===== config.mk =====
export PLATFORM = sky130hd
export DESIGN_NAME = fpr_cdb_arbiter_flat
export DESIGN_NICKNAME = d
export VERILOG_FILES = /design/src/rtl/fpr_cdb_arbiter_pkg.sv /design/src/rtl/fpr_cdb_arbiter_if.sv /design/src/rtl/fpr_cdb_arbiter_rr_pick.sv /design/src/rtl/fpr_cdb_arbiter.sv /design/src/flat_wrapper.sv
export SDC_FILE = /design/constraint.sdc
export NUM_CORES = 1
export LEC_CHECK = 0
export CAP_MARGIN = 20
export CORE_AREA = 2 2 79 81
export CTS_BUF_LIST = sky130_fd_sc_hd__clkbuf_2 sky130_fd_sc_hd__clkbuf_4 sky130_fd_sc_hd__clkbuf_8
export CTS_CLUSTER_DIAMETER = 80
export DETAILED_ROUTE_END_ITERATION = 8
export DIE_AREA = 0 0 81 83
export DONT_BUFFER_PORTS = 1
export PLACE_DENSITY_LB_ADDON = 0.08
export SETUP_SLACK_MARGIN = 0.5
export SYNTH_ARGS = -nofsm -noshare
export SYNTH_HDL_FRONTEND = slang
export SYNTH_SLANG_ARGS = --single-unit

===== constraint.sdc =====
create_clock -name clk -period 2.7 [get_ports clk]
set_input_delay 0.27 -clock clk [delete_from_list [all_inputs] [get_ports clk]]
set_output_delay 0.27 -clock clk [all_outputs]
set_load 0.05 [all_outputs]

===== src/rtl/fpr_cdb_arbiter_pkg.sv =====
// Shared FP CDB definitions: broadcast record, ROB tag width and tag matching.
package fpr_cdb_arbiter_pkg;

  localparam int ROB_WIDTH = 6;

  typedef struct packed {
    logic                 valid;
    logic [ROB_WIDTH-1:0] tag;
    logic [31:0]          data;
  } cdb_t;

  function automatic logic tag_match(input cdb_t c, input logic [ROB_WIDTH-1:0] t);
    return c.valid && (c.tag == t);
  endfunction

endpackage


===== src/rtl/fpr_cdb_arbiter_if.sv =====
// FP unit <-> CDB arbiter bundle: per-unit request/grant/payload, flush and the broadcast bus.
interface fpr_cdb_arbiter_if
  import fpr_cdb_arbiter_pkg::*;
#(
  parameter int N_REQ = 4
) ();

  logic [N_REQ-1:0]                req_valid;
  logic [N_REQ-1:0]                req_ready;
  logic [N_REQ-1:0][ROB_WIDTH-1:0] req_tag;
  logic [N_REQ-1:0][31:0]          req_data;
  logic                            flush;
  cdb_t                            fpr_cdb;

  modport master (
    output req_valid, req_tag, req_data, flush,
    input  req_ready, fpr_cdb
  );

  modport slave (
    input  req_valid, req_tag, req_data, flush,
    output req_ready, fpr_cdb
  );

endinterface


===== src/rtl/fpr_cdb_arbiter_rr_pick.sv =====
// Combinational round-robin picker: first set request at or after ptr, wrapping.
module rr_pick #(
  parameter int N = 4
) (
  input  logic [N-1:0]         req,
  input  logic [$clog2(N)-1:0] ptr,
  output logic [N-1:0]         grant,
  output logic [$clog2(N)-1:0] idx,
  output logic                 any
);

  localparam int PTR_W = $clog2(N);

  logic [2*N-1:0] dbl;

  // Scanning {req,req} from ptr covers the wrapped order without modulo on non-pow2 N.
  always_comb begin
    dbl   = {req, req};
    idx   = '0;
    any   = 1'b0;
    grant = '0;
    for (int unsigned j = 0; j < 2 * N; j++) begin
      if (!any && dbl[j] && (j >= 32'(ptr))) begin
        any = 1'b1;
        if (j >= N) idx = PTR_W'(j - N);
        else        idx = PTR_W'(j);
      end
    end
    if (any) grant = N'(1) << idx;
  end

endmodule


===== src/rtl/fpr_cdb_arbiter.sv =====
// FP common data bus arbiter: round-robin grant among FP units, registered broadcast.
module fpr_cdb_arbiter
  import fpr_cdb_arbiter_pkg::*;
#(
  parameter int N_REQ = 4
) (
  input logic              clk,
  input logic              reset,
  fpr_cdb_arbiter_if.slave bus
);

  localparam int PTR_W = $clog2(N_REQ);

  logic [PTR_W-1:0] rr_ptr;
  logic [N_REQ-1:0] pick_grant;
  logic [PTR_W-1:0] pick_idx;
  logic             pick_any;
  logic             do_grant;
  cdb_t             cdb_q;

  rr_pick #(.N(N_REQ)) u_pick (
    .req   (bus.req_valid),
    .ptr   (rr_ptr),
    .grant (pick_grant),
    .idx   (pick_idx),
    .any   (pick_any)
  );

  always_comb begin
    do_grant      = pick_any && !bus.flush && !reset;
    bus.req_ready = do_grant ? pick_grant : '0;
    bus.fpr_cdb   = cdb_q;
  end

  always_ff @(posedge clk or posedge reset) begin
    if (reset) begin
      cdb_q  <= '0;
      rr_ptr <= '0;
    end else begin
      cdb_q.valid <= do_grant;
      if (do_grant) begin
        cdb_q.tag  <= bus.req_tag[pick_idx];
        cdb_q.data <= bus.req_data[pick_idx];
        rr_ptr     <= (pick_idx == PTR_W'(N_REQ - 1)) ? '0 : pick_idx + PTR_W'(1);
      end
    end
  end

endmodule

===== src/flat_wrapper.sv =====
// flat-port wrapper written by rule: the top's interface ports become plain ports
module fpr_cdb_arbiter_flat import fpr_cdb_arbiter_pkg::*;
#(
  parameter int N_REQ = 4
)
  (clk, reset, bus_req_valid, bus_req_tag, bus_req_data, bus_flush, bus_req_ready, bus_fpr_cdb);
  fpr_cdb_arbiter_if #(.N_REQ(N_REQ)) bus_i ();
  input logic clk;
  input logic reset;
  input wire logic [$bits(bus_i.req_valid)-1:0] bus_req_valid;
  input wire logic [$bits(bus_i.req_tag)-1:0] bus_req_tag;
  input wire logic [$bits(bus_i.req_data)-1:0] bus_req_data;
  input wire logic [$bits(bus_i.flush)-1:0] bus_flush;
  output wire logic [$bits(bus_i.req_ready)-1:0] bus_req_ready;
  output wire logic [$bits(bus_i.fpr_cdb)-1:0] bus_fpr_cdb;
  assign bus_i.req_valid = bus_req_valid;
  assign bus_i.req_tag = bus_req_tag;
  assign bus_i.req_data = bus_req_data;
  assign bus_i.flush = bus_flush;
  assign bus_req_ready = bus_i.req_ready;
  assign bus_fpr_cdb = bus_i.fpr_cdb;
  fpr_cdb_arbiter #(.N_REQ(N_REQ)) u_core (.clk(clk), .reset(reset), .bus(bus_i));
endmodule

==> key figures, run 1 <==
Yosys
  – Syn avg cell area: 9.48 um2
  – Syn_nets: 461
  – Post-synth EDFFs: 0
  – Synth Warn #: 0
  – Synth Flop Type: dfrtp_1
  – Synth area leader: dfrtp_1
  – Dominant cells by area after synthesis: dfrtp_1, a221o_1, mux2_2
  – Ys async rst share: 1.00
  – Cell Area, Synth: 0.00283 mm2
  – Netlist cell types: 30
  – FF+latch count, synth: 41
  – Sequential area share after synthesis: 0.363
  – Top cell type's share of synthesized area: 0.363
  – Syn Inst Count: 298

Worst setup path
  – Flop2flop setup slack: 590 ps
  – Reg2reg end: u_core.bus.fpr_cdb[0]$_DFFE_PP0P_
  – Crit-path slowest cell: dfrtp_2
  – CP Cell Sequence: mux2i_2 > o22ai_2 > nor2_4 > inv_4 > buf_12 > ha_2 > and2_4 > buf_12
  – Worst endpoint data arrival time: 1860 ps
  – Crit-path most repeated cell: buf_12
  – Max incr delay on CP: 420 ps
  – Setup crit end kind: primary output
  – R2r worst-path depth: 8
  – Worst flop-to-flop path startpoint: u_core.rr_ptr[1]$_DFFE_PP0P_
  – Crit Path Max Fanout: 5
  – Required @ worst endpoint: 2430 ps
  – Worst Path Class, Setup: reg2out
  – Crit path launch type: flop

Power
  – Static leakage: 1.29 nW
  – Pwr Density: 1030 mW/mm2
  – Max IR drop VDD: 0.000445 V

Worst hold path
  – Worst hold path depth: 2
  – Hold Path Class: in2reg
  – Hold Path End: u_core.bus.fpr_cdb[12]$_DFFE_PP0P_
  – Worst hold start: bus_req_data[12]

STA
  – Actual slew at the worst max-slew pin: 773 ps
  – Final worst-path cycle share: 0.788
  – Minimum clock period: 2130 ps
  – Final Hold Viols: 0
  – Final WS setup: 573 ps
  – Max Slew Vio Count: 0
  – Final setup fails: 0
  – Setup TNS: 0 ps
  – Clock skew: 2.49 ps
  – RSZ-0062 raised after global routing: yes
  – Fmax: 470 MHz
  – Relative slew slack: 0.481

GRT
  – Initial antenna violation count: 0
  – Number of global-route vias before repair: 2484
  – Global-route wire length before repair: 13000 um
  – Tot GR Track Use: 0.251
  – Gr ovfl total: 0
  – Largest net degree at the start of global routing: 42

Die
  – Chip height: 83 um
  – Die area: 0.00672 mm2
  – Initial Utilization: 0.486
  – Core Rows: 28
  – Core area: 0.00582 mm2
  – Die Wd: 81 um
  – Ports: 202

Clock network
  – Clk pin slew, worst setup/hold paths: 80 ps
  – Clock buffer count from CTS: 5
  – CTS Sinks: 41
  – CTS tree: yes
  – Clk_lat worst skew: 290 ps
  – CTS max path bufs: 2
  – CTS H-tree lvls: 2
  – Root buffer cell: clkbuf_8

Final layout
  – Commonest non-fill, non-tap cells in the layout: dfrtp_1, a21oi_1, nand3_1, a221o_1, o21ai_0
  – Final instance area: 0.00317 mm2
  – FF+latch area: 0.00103 mm2
  – Final net count: 455
  – Utilization after layout: 0.545
  – Ant diodes: 0
  – Fillers: 546
  – Area taken by multi-input logic gates: 0.00169 mm2
  – Synth-to-layout area growth: 12.1%
  – Commonest non-fill, non-tap cell in the layout: dfrtp_1
  – Share of cells above drive strength 1: 0.287

Routing
  – Post-DRT Antenna Nets: 0
  – DRC: 0
  – Final wirelength: 8640 um
  – Via count: 2499
  – Avg WL per Cell: 23.5 um
  – First DRT Iteration DRCs: 118
  – Router iterations before antenna repair: 4
  – Vias/cell: 6.79

Place
  – Placed Instance Area: 0.00291 mm2
  – Hpwl dp: 5880 um
  – RePlAce Congestion: 0.796
  – Port-buffer cells: 0
  – Pre-CTS setup slack: 382 ps

Run status
  – Status: completed

Job
  – Max Cap Viol: 0
-- metrics by stage --
| stage | hold slack (ps) | cells | power [mW] |
|---|---|---|---|
| 2_1_floorplan | 500 | 298 | 2.46 |
| 6_report | 248 | 368 | 3.25 |
| 5_1_grt | 239 | 368 | 3.43 |
| 3_3_place_gp | 242 | 351 | 2.69 |
| 4_1_cts | 240 | 366 | 3.24 |
| 3_5_place_dp | 242 | 351 | 2.70 |
-- critical path: cells and delay by family (launching register included) --
kind | cells | cell delay, ps
flops | 1 | 420
buf+inv | 3 | 320
simple gates | 2 | 270
mux | 1 | 260
fa+ha+maj | 1 | 160
compound gates | 1 | 130
-- power by group --
group / total (mW) / internal (mW) / switching [mW]
clock network: 0.439 / 0.231 / 0.208
logic: 1.09 / 0.561 / 0.530
registers: 1.72 / 0.810 / 0.914
-- worst max path at each step --
stage	start	to	slack, ps	depth (start not counted)
after floorplan	u_core.rr_ptr[1]$_DFFE_PP0P_	bus_req_ready[2]	530	8
after global placement	u_core.rr_ptr[1]$_DFFE_PP0P_	u_core.bus.fpr_cdb[8]$_DFFE_PP0P_	420	6
after detailed placement	u_core.rr_ptr[1]$_DFFE_PP0P_	u_core.bus.fpr_cdb[8]$_DFFE_PP0P_	380	6
after CTS	u_core.rr_ptr[1]$_DFFE_PP0P_	bus_req_ready[2]	500	8
after global routing	u_core.rr_ptr[1]$_DFFE_PP0P_	bus_req_ready[2]	480	8
final	u_core.rr_ptr[1]$_DFFE_PP0P_	bus_req_ready[2]	570	8
-- kinds of logic after synthesis --
| group | Yosys count | synth area share |
|---|---|---|
| AO/OA/AOI/OAI | 123 | 0.293 |
| adder cells (fa/ha/maj) | 4 | 0.0177 |
| buffers and inverters | 39 | 0.0633 |
| multiplexers | 39 | 0.166 |
| flip-flops | 41 | 0.363 |
| AND/OR/NAND/NOR | 52 | 0.0969 |
-- sequential cells by signal, summed over array words and instances, names as in the netlist --
name and flops:
u_core.bus.fpr_cdb 39, u_core.rr_ptr 2
-- repair_timing --
action                                  in CTS  in global routing
hold buffers                                 1                  0
resized for setup                            9                 11
pin swaps                                    2                  2
setup buffers                                5                  2
endpoints found under the hold margin       21                  0
cloned                                       1                  0
endpoints found under the setup margin      26                 39
-- metal layers --
layer,vias up,track usage,share of wire
met5,-,0,0
met4,0,0.0755,0.020
met3,15,0.0630,0.087
met2,159,0.424,0.50
met1,1186,0.311,0.39
li1,1139,-,-
-- Yosys cell counts (3+ instances only) --
| cell type | number |
|---|---|
| ha_1 | 4 |
| inv_1 | 3 |
| o21ai_1 | 6 |
| o21ai_0 | 33 |
| buf_2 | 8 |
| nand3_1 | 38 |
| and2_1 | 4 |
| nand2_1 | 4 |
| a21oi_1 | 40 |
| buf_1 | 3 |
| a221o_1 | 38 |
| clkbuf_1 | 20 |
| mux2_4 | 8 |
| mux2_2 | 29 |
| buf_6 | 3 |
| dfrtp_1 | 41 |
-- cell type report --
cell class	count	area share
clock buffer	7	0.0304
timing repair buffer	21	0.0754
tap	75	0.0296
inverter	5	0.00671
sequential	41	0.324
multi-input combinational	218	0.532
clock inverter	1	0.00158
Power figures use the tool's default switching activity.
==> run 2: changes to the inputs <==
==> constraint.sdc (replaced) <==
create_clock -name clk -period 2 [get_ports clk]
set_input_delay 0.2 -clock clk [delete_from_list [all_inputs] [get_ports clk]]
set_output_delay 0.2 -clock clk [all_outputs]
set_load 0.05 [all_outputs]
==> run 2 against run 1 <==
The flow now finishes with violations (setup timing). Final area is 15% higher. Cell count is 4.1% higher. Count of clock-buffer cells in the layout stayed put. Routed wire length is 14% higher. Combinational power is 67% higher. Utilization is 8.3 points higher. Power is 45% higher. Worst hold slack worse by 70 ps. Clock skew is 3.0 ps higher. Register-to-register slack worse by 590 ps.
==> key figures, run 2 (synthesized netlist as in run 1, its figures left out) <==
STA
  – Final setup fails: 1
  – Fmax: 498 MHz
  – Final WS setup: -7.39 ps
  – Worst hold slack: 178 ps
  – Max Slew Vio Count: 0
  – Actual slew at the worst max-slew pin: 549 ps
  – Final worst-path cycle share: 1.00
  – RSZ-0062 raised after global routing: yes
  – Minimum clock period: 2010 ps
  – Final Hold Viols: 0
  – Clock skew: 5.48 ps
  – Relative slew slack: 0.634

Die
  – Die area: 0.00672 mm2
  – Chip height: 83 um
  – Initial Utilization: 0.486
  – Core Rows: 28
  – Die Wd: 81 um
  – Core area: 0.00582 mm2
  – Ports: 202

Clock network
  – CTS H-tree lvls: 2
  – Clk pin slew, worst setup/hold paths: 80 ps
  – CTS max path bufs: 2
  – CTS Sinks: 41
  – CTS tree: yes
  – Root buffer cell: clkbuf_8
  – Clk_lat worst skew: 290 ps
  – Clock buffer count from CTS: 5

Run status
  – Failing checks: setup timing
  – Status: finished with violations

Worst hold path
  – Hold Path End: u_core.bus.fpr_cdb[15]$_DFFE_PP0P_
  – Worst hold path depth: 2
  – Worst hold start: bus_req_data[15]
  – Hold Path Class: in2reg

Routing
  – Router iterations before antenna repair: 4
  – DRC: 0
  – Avg WL per Cell: 25.8 um
  – Vias/cell: 6.87
  – Post-DRT Antenna Nets: 0
  – First DRT Iteration DRCs: 144
  – Final wirelength: 9890 um
  – Via count: 2633

Worst setup path
  – Max incr delay on CP: 450 ps
  – Crit-path slowest cell: dfrtp_2
  – Crit Path Max Fanout: 9
  – CP Buf/Inv Count: 2
  – Worst Path Class, Setup: reg2out
  – Critical Path Start: u_core.rr_ptr[1]$_DFFE_PP0P_
  – R2r worst-path depth: 8
  – Worst flop-to-flop path startpoint: u_core.rr_ptr[1]$_DFFE_PP0P_
  – Required @ worst endpoint: 1800 ps
  – Worst endpoint data arrival time: 1810 ps
  – Setup crit end kind: primary output
  – Reg2reg end: u_core.bus.fpr_cdb[11]$_DFFE_PP0P_
  – Crit path launch type: flop
  – CP Cell Sequence: mux2i_2 > o22ai_2 > nor2_4 > inv_4 > buf_12 > ha_2 > and2_4
  – Flop2flop setup slack: 0 ps
  – Crit-path leading delay family: flip-flops

Job
  – Max Cap Viol: 0

Final layout
  – Ant diodes: 0
  – Non-Filler Instances: 383
  – Final net count: 471
  – Commonest non-fill, non-tap cells in the layout: dfrtp_1, nand3_1, a221o_1
  – Utilization after layout: 0.628
  – Fillers: 477
  – Synth-to-layout area growth: 29.3%
  – Commonest non-fill, non-tap cell in the layout: dfrtp_1
  – Share of cells above drive strength 1: 0.422
  – Max reg flops: 39
  – Final instance area: 0.00365 mm2

GRT
  – Gr ovfl total: 0
  – Number of global-route vias before repair: 2549
  – Initial antenna violation count: 0
  – Largest net degree at the start of global routing: 39
  – Global-route wire length before repair: 13400 um
  – Tot GR Track Use: 0.260

Power
  – Static leakage: 1.53 nW
  – Pwr Density: 1290 mW/mm2
  – Total chip power: 4.71 mW
  – Max IR drop VDD: 0.000605 V

Place
  – Hpwl dp: 6350 um
  – Placed Instance Area: 0.00303 mm2
  – Port-buffer cells: 0
  – Placed cell count: 359
  – RePlAce Congestion: 0.781
[run 2: cell types whose count changed in the layout (fill, tap and decap cells not counted), sizes merged]
cell and delta:
bufbuf -1, buf +13, inv +1, clkinv -2, clkbuf +4
[run 2: final cells by class]
cell class,instances,area (um2),area share
repair buffers,37,479,0.131
inverters,5,21.3,0.00582
well taps,75,93.8,0.0257
clock buffers,7,90.1,0.0246
flip-flops and latches,41,1030,0.281
multi-input cells,218,1940,0.532
[run 2: routing by layer]
layer	part of all wire	global-route usage
met1	0.39	0.302
met2	0.52	0.464
met3	0.088	0.0663
met4	0.0082	0.0740
met5	0	0
[run 2: worst reg2reg max path, cell delays in order, from the launching register on]
cell	delay (ps)
dfrtp_2	420
mux2i_2	260
o22ai_2	130
nor2_4	130
inv_4	70
buf_12	150
buf_12	140
mux2_4	290
a221o_1	310
[run 2: how the worst max path moves through the flow]
stage	cells after the start	to	slack [ps]
finish	7	bus_req_ready[2]	-7
global route	7	bus_req_ready[2]	-100
CTS	7	bus_req_ready[1]	-20
detailed placement	7	u_core.bus.fpr_cdb[1]$_DFFE_PP0P_	20
global placement	7	u_core.bus.fpr_cdb[17]$_DFFE_PP0P_	50
floorplan	9	u_core.bus.fpr_cdb[10]$_DFFE_PP0P_	30
[run 2: metrics by stage]
| stage | setup TNS, ps | setup WS, ps |
|---|---|---|
| final | -7.39 | -7.39 |
| after floorplan | 0 | 33.3 |
| after CTS | -61.4 | -23.7 |
| after detailed placement | 0 | 15.6 |
| after global placement | 0 | 52.4 |
| after global routing | -1730 | -99.6 |
[run 2: power by group]
| group | total (mW) | switching, mW | internal, mW |
|---|---|---|---|
| Combinational | 1.82 | 0.872 | 0.944 |
| Sequential | 2.32 | 1.23 | 1.09 |
| Clock | 0.571 | 0.283 | 0.288 |
| Total | 4.71 | 2.38 | 2.33 |
[run 2: repair_timing]
item                                    in CTS  in global routing
endpoints found under the setup margin      43                 43
setup buffers                                6                  4
cloned                                       0                  6
pin swaps                                    5                  2
endpoints found under the hold margin       11                  0
hold buffers                                 1                  0
resized for setup                           40                 39
